**src/rtl/muntjac_csr_responder.sv**
```systemverilog
// CSR responder: privilege/read-only checked READ/WRITE/SET/CLEAR access to a small
// machine/supervisor CSR set, answering on a registered valid/ready response channel.
module muntjac_csr_responder #(
  parameter int unsigned XLEN   = 64,
  parameter int unsigned HartId = 0
) (
  input  logic            clk_i,
  input  logic            rst_ni,
  input  logic            req_valid_i,
  output logic            req_ready_o,
  input  logic [1:0]      req_op_i,
  input  logic [11:0]     req_addr_i,
  input  logic [XLEN-1:0] req_wdata_i,
  input  logic [1:0]      req_priv_i,
  output logic            resp_valid_o,
  input  logic            resp_ready_i,
  output logic [XLEN-1:0] resp_rdata_o,
  output logic            resp_error_o
);

  localparam logic [1:0]  OP_READ  = 2'd0;
  localparam logic [1:0]  OP_WRITE = 2'd1;
  localparam logic [1:0]  OP_SET   = 2'd2;
  localparam logic [1:0]  OP_CLEAR = 2'd3;

  localparam logic [11:0] ADDR_MSCRATCH = 12'h340;
  localparam logic [11:0] ADDR_SSCRATCH = 12'h140;
  localparam logic [11:0] ADDR_MCYCLE   = 12'hB00;
  localparam logic [11:0] ADDR_CYCLE    = 12'hC00;
  localparam logic [11:0] ADDR_MHARTID  = 12'hF14;

  logic [XLEN-1:0] r_mscratch;
  logic [XLEN-1:0] r_sscratch;
  logic [XLEN-1:0] r_mcycle;
  logic            r_resp_valid;
  logic [XLEN-1:0] r_resp_rdata;
  logic            r_resp_error;

  logic            w_accept;
  logic            w_mapped;
  logic [XLEN-1:0] w_old;
  logic [XLEN-1:0] w_new;
  logic            w_write_intent;
  logic            w_error;
  logic            w_do_write;

  assign req_ready_o  = !r_resp_valid || resp_ready_i;
  assign w_accept     = req_valid_i && req_ready_o;
  assign resp_valid_o = r_resp_valid;
  assign resp_rdata_o = r_resp_rdata;
  assign resp_error_o = r_resp_error;

  // NOTE: every signal gets a default before the case so no path leaves it unassigned (no latch).
  always_comb begin
    w_mapped = 1'b0;
    w_old    = '0;
    case (req_addr_i)
      ADDR_MSCRATCH: begin w_mapped = 1'b1; w_old = r_mscratch; end
      ADDR_SSCRATCH: begin w_mapped = 1'b1; w_old = r_sscratch; end
      ADDR_MCYCLE:   begin w_mapped = 1'b1; w_old = r_mcycle;   end
      ADDR_CYCLE:    begin w_mapped = 1'b1; w_old = r_mcycle;   end
      ADDR_MHARTID:  begin w_mapped = 1'b1; w_old = XLEN'(HartId); end
      default:       begin w_mapped = 1'b0; w_old = '0;          end
    endcase
  end

  always_comb begin
    w_new = w_old;
    case (req_op_i)
      OP_READ:  w_new = w_old;
      OP_WRITE: w_new = req_wdata_i;
      OP_SET:   w_new = w_old | req_wdata_i;
      OP_CLEAR: w_new = w_old & ~req_wdata_i;
      default:  w_new = w_old;
    endcase
  end

  // SET/CLEAR with a zero operand is a pure read, so it may target read-only CSRs.
  assign w_write_intent = (req_op_i == OP_WRITE) ||
                          (((req_op_i == OP_SET) || (req_op_i == OP_CLEAR)) && (|req_wdata_i));
  assign w_error        = !w_mapped || (req_priv_i < req_addr_i[9:8]) ||
                          ((req_addr_i[11:10] == 2'b11) && w_write_intent);
  assign w_do_write     = w_accept && w_write_intent && !w_error;

  // NOTE: sequential state uses non-blocking assignments so all registers update from pre-edge values.
  always_ff @(posedge clk_i or negedge rst_ni) begin
    if (!rst_ni) begin
      r_resp_valid <= 1'b0;
      r_resp_rdata <= '0;
      r_resp_error <= 1'b0;
    end else if (w_accept) begin
      r_resp_valid <= 1'b1;
      r_resp_rdata <= w_error ? '0 : w_old;
      r_resp_error <= w_error;
    end else if (resp_ready_i) begin
      r_resp_valid <= 1'b0;
    end
  end

  always_ff @(posedge clk_i or negedge rst_ni) begin
    if (!rst_ni) begin
      r_mscratch <= '0;
      r_sscratch <= '0;
    end else if (w_do_write) begin
      if (req_addr_i == ADDR_MSCRATCH) r_mscratch <= w_new;
      if (req_addr_i == ADDR_SSCRATCH) r_sscratch <= w_new;
    end
  end

  // A software write in the accept cycle replaces that cycle's increment.
  always_ff @(posedge clk_i or negedge rst_ni) begin
    if (!rst_ni) begin
      r_mcycle <= '0;
    end else if (w_do_write && (req_addr_i == ADDR_MCYCLE)) begin
      r_mcycle <= w_new;
    end else begin
      r_mcycle <= r_mcycle + XLEN'(1);
    end
  end

endmodule

```
**config.mk**
```make
export PLATFORM = sky130hd
export DESIGN_NAME = muntjac_csr_responder
export DESIGN_NICKNAME = d
export VERILOG_FILES = /design/src/rtl/muntjac_csr_responder.sv
export SDC_FILE = /design/constraint.sdc
export NUM_CORES = 1
export LEC_CHECK = 0
export CORE_MARGIN = 1.5
export CORE_UTILIZATION = 55
export CTS_BUF_LIST = sky130_fd_sc_hd__clkbuf_4 sky130_fd_sc_hd__clkbuf_8
export DETAILED_ROUTE_END_ITERATION = 8
export PLACE_DENSITY_LB_ADDON = 0.3
export SLEW_MARGIN = 20
export SYNTH_ARGS = -nofsm -noshare
export SYNTH_HDL_FRONTEND = slang
export SYNTH_SLANG_ARGS = --single-unit
```
**constraint.sdc**
```tcl
create_clock -name clk_i -period 2.9 [get_ports clk_i]
set_input_delay 0.58 -clock clk_i [delete_from_list [all_inputs] [get_ports clk_i]]
set_output_delay 0.58 -clock clk_i [all_outputs]
set_load 0.005 [all_outputs]
```
==> impl_results.md, run 1 <==
* Fmax at 0.3555 GHz
* DRT Pass-1 Iters at 6
* Netlist area before placement at 0.01415 sq mm
* Detailed Route Iter0 Violations at 1635
* P_leak at about 7.7 nW
* Result of the run: complete, no violations
* IO Port Bufs at 150
* Synth Net Count at between 1500 and 2000
* Post-CTS Setup Inserts at 0
* Clock slew at reported path FFs at 0.06 ns
* Ys Warns at 0
* Slew headroom at 46.40%
* Max_cap viols at 0
* Hold Crit Class: reg2reg
* CTS sink count at around 260
* Worst clock skew at ~0.016 ns
* IO Pins at about 150
* Post-route insts no fill at approximately 2200
* Vias post-DR at roughly 14000
* Top_reg_cell synth: dfrtp_1
* Chip width at 163.4 um
* Mapped Cells at 1527
* Drt drc at 0
* Fraction of layout cells with a size suffix above 1 at a little under a fifth
* FF+latch count, synth at around 260
* Tot GR Track Use at ~38%
* Gpl congestion at roughly 1.0
* Setup violators final at 0
* Pin count of the biggest net entering global routing at 86
* Avg WL per Cell at roughly 23 um
* CP max FO at 12
* CTS tree: built
* Inserted Clock Buffers at 45
* Pwr dens at 437.6 mW/mm^2
* Tcrit/Tclk final at 96.98%
* Initial Util at between 50% and 60%
* Worst EP required at 3.40 ns
* CTS HTree Levels at 2
* Max VDD drop at approximately 320 uV
* Row cnt at 58
* Drt total wl at just under 50 mm
* Antenna violations before repair at 0
* Slew Viols, Final at 0
* Die H at ~160 um
* Post-synth EDFFs at 0
* Worst setup EP type: register
* Nets at 1896
* WP data arrival at 3.31 ns
* Die area at between 0.02 and 0.03 sq mm
* Post-synthesis cell type count at 52
* Register area share after synthesis at 45.64%
* GRT overflow at 0
* Post-Place Setup Slack at -0.4027 ns
* Area grow syn2layout at 29.46%
* # fillers at 1788
* Setup slack after layout at 0.08744 ns
* Final Hold Violating Endpoints at 0
* Worst-Margin Slew at between 0.7 and 0.8 ns
* Most frequent cells in the layout: 350 x nand2_1, 258 x dfrtp_1, 167 x buf_4, 146 x clkdlybuf4s50_1, 88 x xnor2_1
* Async set or reset register ratio after synthesis at 100.0%
* Critical path class: in2reg
* Placed Cells at between 2000 and 2500
* Worst-skew pair later-pin latency at 0.57 ns
* Critical path launch point type: primary input
* Largest buffer count on any clock path at 3
* Post-layout min period at approximately 2.8 ns
* Final HPWL DP at about 33 mm
* Antenna viol nets, final at 0
* Avg Vias per Cell at between 6 and 7
* CTS root buffer: clkbuf_8
* First-pass GRT wire length at 76.97 mm
* Unrepaired setup endpoints after global routing: no
* CTS resizes at 0
* Avg Cell Area, Syn at roughly 9 sq um
* Core footprint at 0.02518 sq mm
* Vias in the first global route at ~14000
* Cts hold-fix bufs at 1
* Commonest non-fill, non-tap cell in the layout: nand2_1
-- routing by layer --
metal  vias up  wire length [um]  global-route usage (%)
met4         0              2771                   21.43
met5         -                 0                       0
li1       6001                 -                       -
met1      6673             18500                   48.10
met3       197              5498                   9.142
met2       886             22330                   58.99
-- worst max-delay path, stage by stage --
cell and delay, ns:
clkdlybuf4s50_1 0.53, nor4_1 0.49, nand4_1 0.14, or4_1 0.62
buf_4 0.20, o2111ai_4 0.30, buf_4 0.29, nand2_1 0.10
o21ai_2 0.06
-- sequential cells by signal (all words and copies together) (netlist names) --
| register | flops |
|---|---|
| r_mcycle | 64 |
| r_mscratch | 64 |
| r_sscratch | 64 |
| resp_error_o | 1 |
| resp_rdata_o | 64 |
| resp_valid_o | 1 |
-- final timing paths --
path                            slack [ns]  cells after the start             start               end
max in group asynchronous             1.48                      3            rst_ni  resp_rdata_o[61]
worst max-delay path                  0.09                      9   req_wdata_i[60]    r_sscratch[21]
worst min-delay path                  0.47                      2  resp_rdata_o[36]  resp_rdata_o[36]
min in group asynchronous             0.56                      2            rst_ni  resp_rdata_o[12]
worst min register to register        0.47                      2  resp_rdata_o[36]  resp_rdata_o[36]
worst max register to register        0.32                      8      r_mcycle[31]      r_mcycle[43]
-- final cells by class --
cell class                 count  area, sq um  area share (%)
clock inverter                 7        65.06          0.3552
multi-input combinational   1159         7259           39.64
sequential                   258         6456           35.25
clock buffer                  74        887.1           4.844
antenna                        1        2.502         0.01366
timing repair buffer         339         3206           17.50
tap                          330        412.9           2.254
inverter                       7        26.28          0.1435
-- stage by stage --
stage	cell area (sq um)	total power, W	util (%)	setup TNS [ns]	hold slack (ns)
2_1_floorplan	14150	0.004024	-	0	0.2844
3_3_place_gp	17350	0.004477	68.90	-64.57	0.4594
3_5_place_dp	17350	0.004490	68.90	-74.93	0.4645
4_1_cts	18310	0.008001	72.72	0	0.4783
5_1_grt	18310	0.008248	72.72	0	0.4966
6_report	18320	0.008015	72.73	0	0.4738
-- synthesized netlist by cell type, types with 14 or more instances --
master | number | area, sq um
o2bb2ai_1 | 64 | 560.5
clkbuf_1 | 75 | 281.5
xor2_1 | 32 | 280.3
xnor2_1 | 88 | 770.7
mux2i_1 | 86 | 860.8
dfrtp_1 | 258 | 6456
nand2_1 | 351 | 1318
o21ai_0 | 74 | 370.4
a21oi_1 | 41 | 205.2
and3_1 | 14 | 87.58
buf_2 | 15 | 75.07
nor2_1 | 56 | 210.2
o21ai_1 | 60 | 300.3
a22o_1 | 64 | 560.5
nand4_1 | 23 | 143.9
nor4_1 | 40 | 250.2
o21ai_2 | 60 | 525.5
nor3_1 | 18 | 90.09
nand3_1 | 26 | 130.1
-- power by group --
group | internal (W) | leakage (nW) | total (W) | switching [W]
Sequential | 0.00361 | 3.46 | 0.00361 | 0.00000835
Combinational | 0.000343 | 3.71 | 0.000837 | 0.000494
Clock | 0.00202 | 0.508 | 0.00356 | 0.00155
-- kinds of logic after synthesis --
kind of cell / share of synthesized area, %
AO/OA/AOI/OAI: 18.95
XOR/XNOR: 7.429
adder cells (fa/ha/maj): 0.1769
buffers and inverters: 3.423
flip-flops: 45.64
multiplexers: 6.085
AND/OR/NAND/NOR: 18.30
Note: power is estimated with default switching activity, not from simulation.
==> run 2: changes to the inputs <==
--- a/config.mk
+++ b/config.mk
@@ -9,6 +9,7 @@
 export CORE_UTILIZATION = 55
 export CTS_BUF_LIST = sky130_fd_sc_hd__clkbuf_4 sky130_fd_sc_hd__clkbuf_8
 export DETAILED_ROUTE_END_ITERATION = 8
+export GPL_ROUTABILITY_DRIVEN = 0
 export PLACE_DENSITY_LB_ADDON = 0.3
 export SLEW_MARGIN = 20
 export SYNTH_ARGS = -nofsm -noshare
==> run 2 against run 1 <==
Against the previous run: clock power rose by 2%; total power grew 0.74%; sequential share of layout area about the same; combinational power about the same; final area hardly changed; die area unchanged; non-clock buffer count up 3.
==> impl_results.md, run 2 (synthesis results as in run 1) <==
* Result of the run: complete, no violations (unchanged)
* Max VDD drop at 428.4 uV (was 324.5 uV)
* Post-Layout Inst Area at 0.01831 sq mm (was 0.01832 sq mm)
* Core footprint at 0.02518 sq mm (unchanged)
* Antenna viol nets, final at 0 (unchanged)
* Commonest non-fill, non-tap cell in the layout: nand2_1 (unchanged)
* Cell mode on critical path: buf_4 (unchanged)
* Final hold slack at 0.02707 ns (was 0.4738 ns)
* Placed cell areas at 0.01732 sq mm (was 0.01735 sq mm)
* GRT overflow at 0 (unchanged)
* Slew Viols, Final at 0 (unchanged)
* Avg WL per Cell at 22.30 um (was 22.58 um)
* Pwr dens at 441.1 mW/mm^2 (was 437.6 mW/mm^2)
* Worst-skew pair later-pin latency at 0.58 ns (was 0.57 ns)
* Critical path launch point type: primary input (unchanged)
* CTS root buffer: clkbuf_8 (unchanged)
* CP max FO at 27 (was 12)
* Worst-Margin Slew at 0.7570 ns (was 0.7978 ns)
* IO Port Bufs at 150 (unchanged)
* Worst EP required at 3.38 ns (was 3.40 ns)
* P_leak at 7.680 nW (was 7.681 nW)
* Most frequent cells in the layout: 350 x nand2_1, 258 x dfrtp_1, 176 x buf_4, 146 x clkdlybuf4s50_1, 88 x xnor2_1 (was 350 x nand2_1, 258 x dfrtp_1, 167 x buf_4, 146 x clkdlybuf4s50_1, 88 x xnor2_1)
* Tot Pwr at 0.008074 W (was 0.008015 W)
* Critical path class: in2reg (unchanged)
* Setup violators final at 0 (unchanged)
* Unrepaired setup endpoints after global routing: no (unchanged)
* First-pass GRT wire length at 76.11 mm (was 76.97 mm)
* Fmax at 0.3595 GHz (was 0.3555 GHz)
* CTS tree: built (unchanged)
* Row cnt at 58 (unchanged)
* Slew headroom at 49.53% (was 46.40%)
* Initial Util at 56.18% (unchanged)
* Largest buffer count on any clock path at 3 (unchanged)
* Clock slew at reported path FFs at 0.06 ns (about the same)
* Diodes inserted at 0 (was 1)
* # fillers at 1806 (was 1788)
* Dominant delay contributor by cell family on the critical path: buffers and inverters (was simple AND/OR/NAND/NOR gates)
* Worst clock skew at 0.03280 ns (was 0.01642 ns)
* Nets at 1899 (was 1896)
* Worst setup EP type: register (unchanged)
* Die H at 163.4 um (unchanged)
* Avg Vias per Cell at 6.193 (was 6.325)
* Slowest CP cell: or4_1 (unchanged)
* R2r startpoint: r_mcycle[9] (was r_mcycle[31])
* Capturing point of the worst reg2reg path: r_mcycle[30] (was r_mcycle[43])
* DRT Pass-1 Iters at 5 (was 6)
* Final Hold Violating Endpoints at 0 (unchanged)
* CTS sink count at 258 (unchanged)
* CTS HTree Levels at 2 (unchanged)
* IO Pins at 151 (unchanged)
* Pin count of the biggest net entering global routing at 87 (was 86)
* Max_cap viols at 0 (unchanged)
* Hold Crit Class: in2async (was reg2reg)
* Crit path cell chain: clkdlybuf4s50_1, nor4_1, buf_4, nand3_1, or4_1, buf_4, o2111ai_4, buf_12, nand2_1, o21ai_2 (was clkdlybuf4s50_1, nor4_1, nand4_1, or4_1, buf_4, o2111ai_4, buf_4, nand2_1, o21ai_2)
* Die area at 0.02669 sq mm (unchanged)
* Drt total wl at 48.53 mm (was 49.11 mm)
* Final HPWL DP at 32.98 mm (was 33.13 mm)
* Fraction of layout cells with a size suffix above 1 at 19.12% (was 18.93%)
* Tot GR Track Use at 37.28% (was 37.79%)
* Tcrit/Tclk final at 95.93% (was 96.98%)
* Crit-path max cell delay at 0.56 ns (was 0.62 ns)
* FF-to-FF path depth at 6 (was 8)
* Bufs and invs on worst path at 4 (was 3)
* R2r setup slk at 0.45 ns (was 0.32 ns)
* Inserted Clock Buffers at 45 (unchanged)
* Layout Utilization at 72.69% (was 72.73%)
* Drt drc at 0 (unchanged)
* Detailed Route Iter0 Violations at 1513 (was 1635)
* Area grow syn2layout at 29.39% (was 29.46%)
* Post-layout min period at 2.782 ns (was 2.813 ns)
* Post-CTS Setup Inserts at 0 (unchanged)
* Vias post-DR at 13480 (was 13760)
* Chip width at 163.4 um (unchanged)
* WP data arrival at 3.26 ns (was 3.31 ns)
* Antenna violations before repair at 0 (unchanged)
* Vias in the first global route at 13360 (was 13930)
[run 2: cell types whose count changed in the layout (fill, tap and decap cells not counted), sizes merged]
cell,previous run,this run
clkinvlp,2,1
clkbuf,74,76
bufinv,1,0
diode,1,0
dlygate4sd3,1,0
buf,192,196
clkinv,4,3
[run 2: timing repair]
action	4_1_cts	5_1_grt
resized for setup	0	1
hold buffers	0	0
endpoints found under the setup margin	0	2
[run 2: how the worst max path moves through the flow]
stage | startpoint | endpoint | slack [ns] | depth (start not counted)
2_1_floorplan | req_addr_i[7] | r_mcycle[51] | 0.27 | 8
3_3_place_gp | req_wdata_i[61] | r_sscratch[56] | -0.35 | 10
3_5_place_dp | req_wdata_i[44] | r_sscratch[39] | -0.46 | 9
4_1_cts | req_wdata_i[44] | r_sscratch[6] | 0.10 | 9
5_1_grt | req_addr_i[7] | r_mscratch[63] | 0.08 | 8
6_report | req_wdata_i[61] | r_sscratch[41] | 0.12 | 10
[run 2: worst reg2reg max path, delay by kind of cell (launching register included)]
kind	cells	cell delay (ns)
and+or+nand+nor	4	1.63
DFF	1	0.44
AOI/OAI and AO/OA	2	0.24
[run 2: area by class of cell]
type	count	area (sq um)	area share, %
multi-input cells	1159	7266	39.69
flip-flops and latches	258	6456	35.27
repair buffers	342	3163	17.28
clock buffers	76	958.4	5.236
well taps	330	412.9	2.256
inverters	7	26.28	0.1435
clock inverters	4	22.52	0.1230
[run 2: through the flow]
step                instances  setup slack, ns  TNS, ns
floorplan                1527           0.2677        0
global placement         2096          -0.3521   -71.29
detailed placement       2096          -0.4632   -95.96
CTS                      2176           0.1014        0
global route             2176          0.08488        0
finish                   2176           0.1181        0
[run 2: report_power, final]
part	leakage [nW]	internal, W	switching, W
Clock	0.522	0.00207	0.00155
Combinational	3.69	0.000345	0.000491
Sequential	3.46	0.00361	0.00000850
[run 2: metal layers]
| layer | global-route usage (%) | vias to the layer above | part of all wire, % | wire (um) |
|---|---|---|---|---|
| met5 | 0.1894 | - | 0 | 0 |
| met4 | 20.77 | 0 | 5.6 | 2694 |
| met3 | 9.929 | 183 | 11 | 5229 |
| met2 | 56.99 | 777 | 45 | 21860 |
| met1 | 48.01 | 6506 | 39 | 18750 |
| li1 | - | 6009 | - | - |
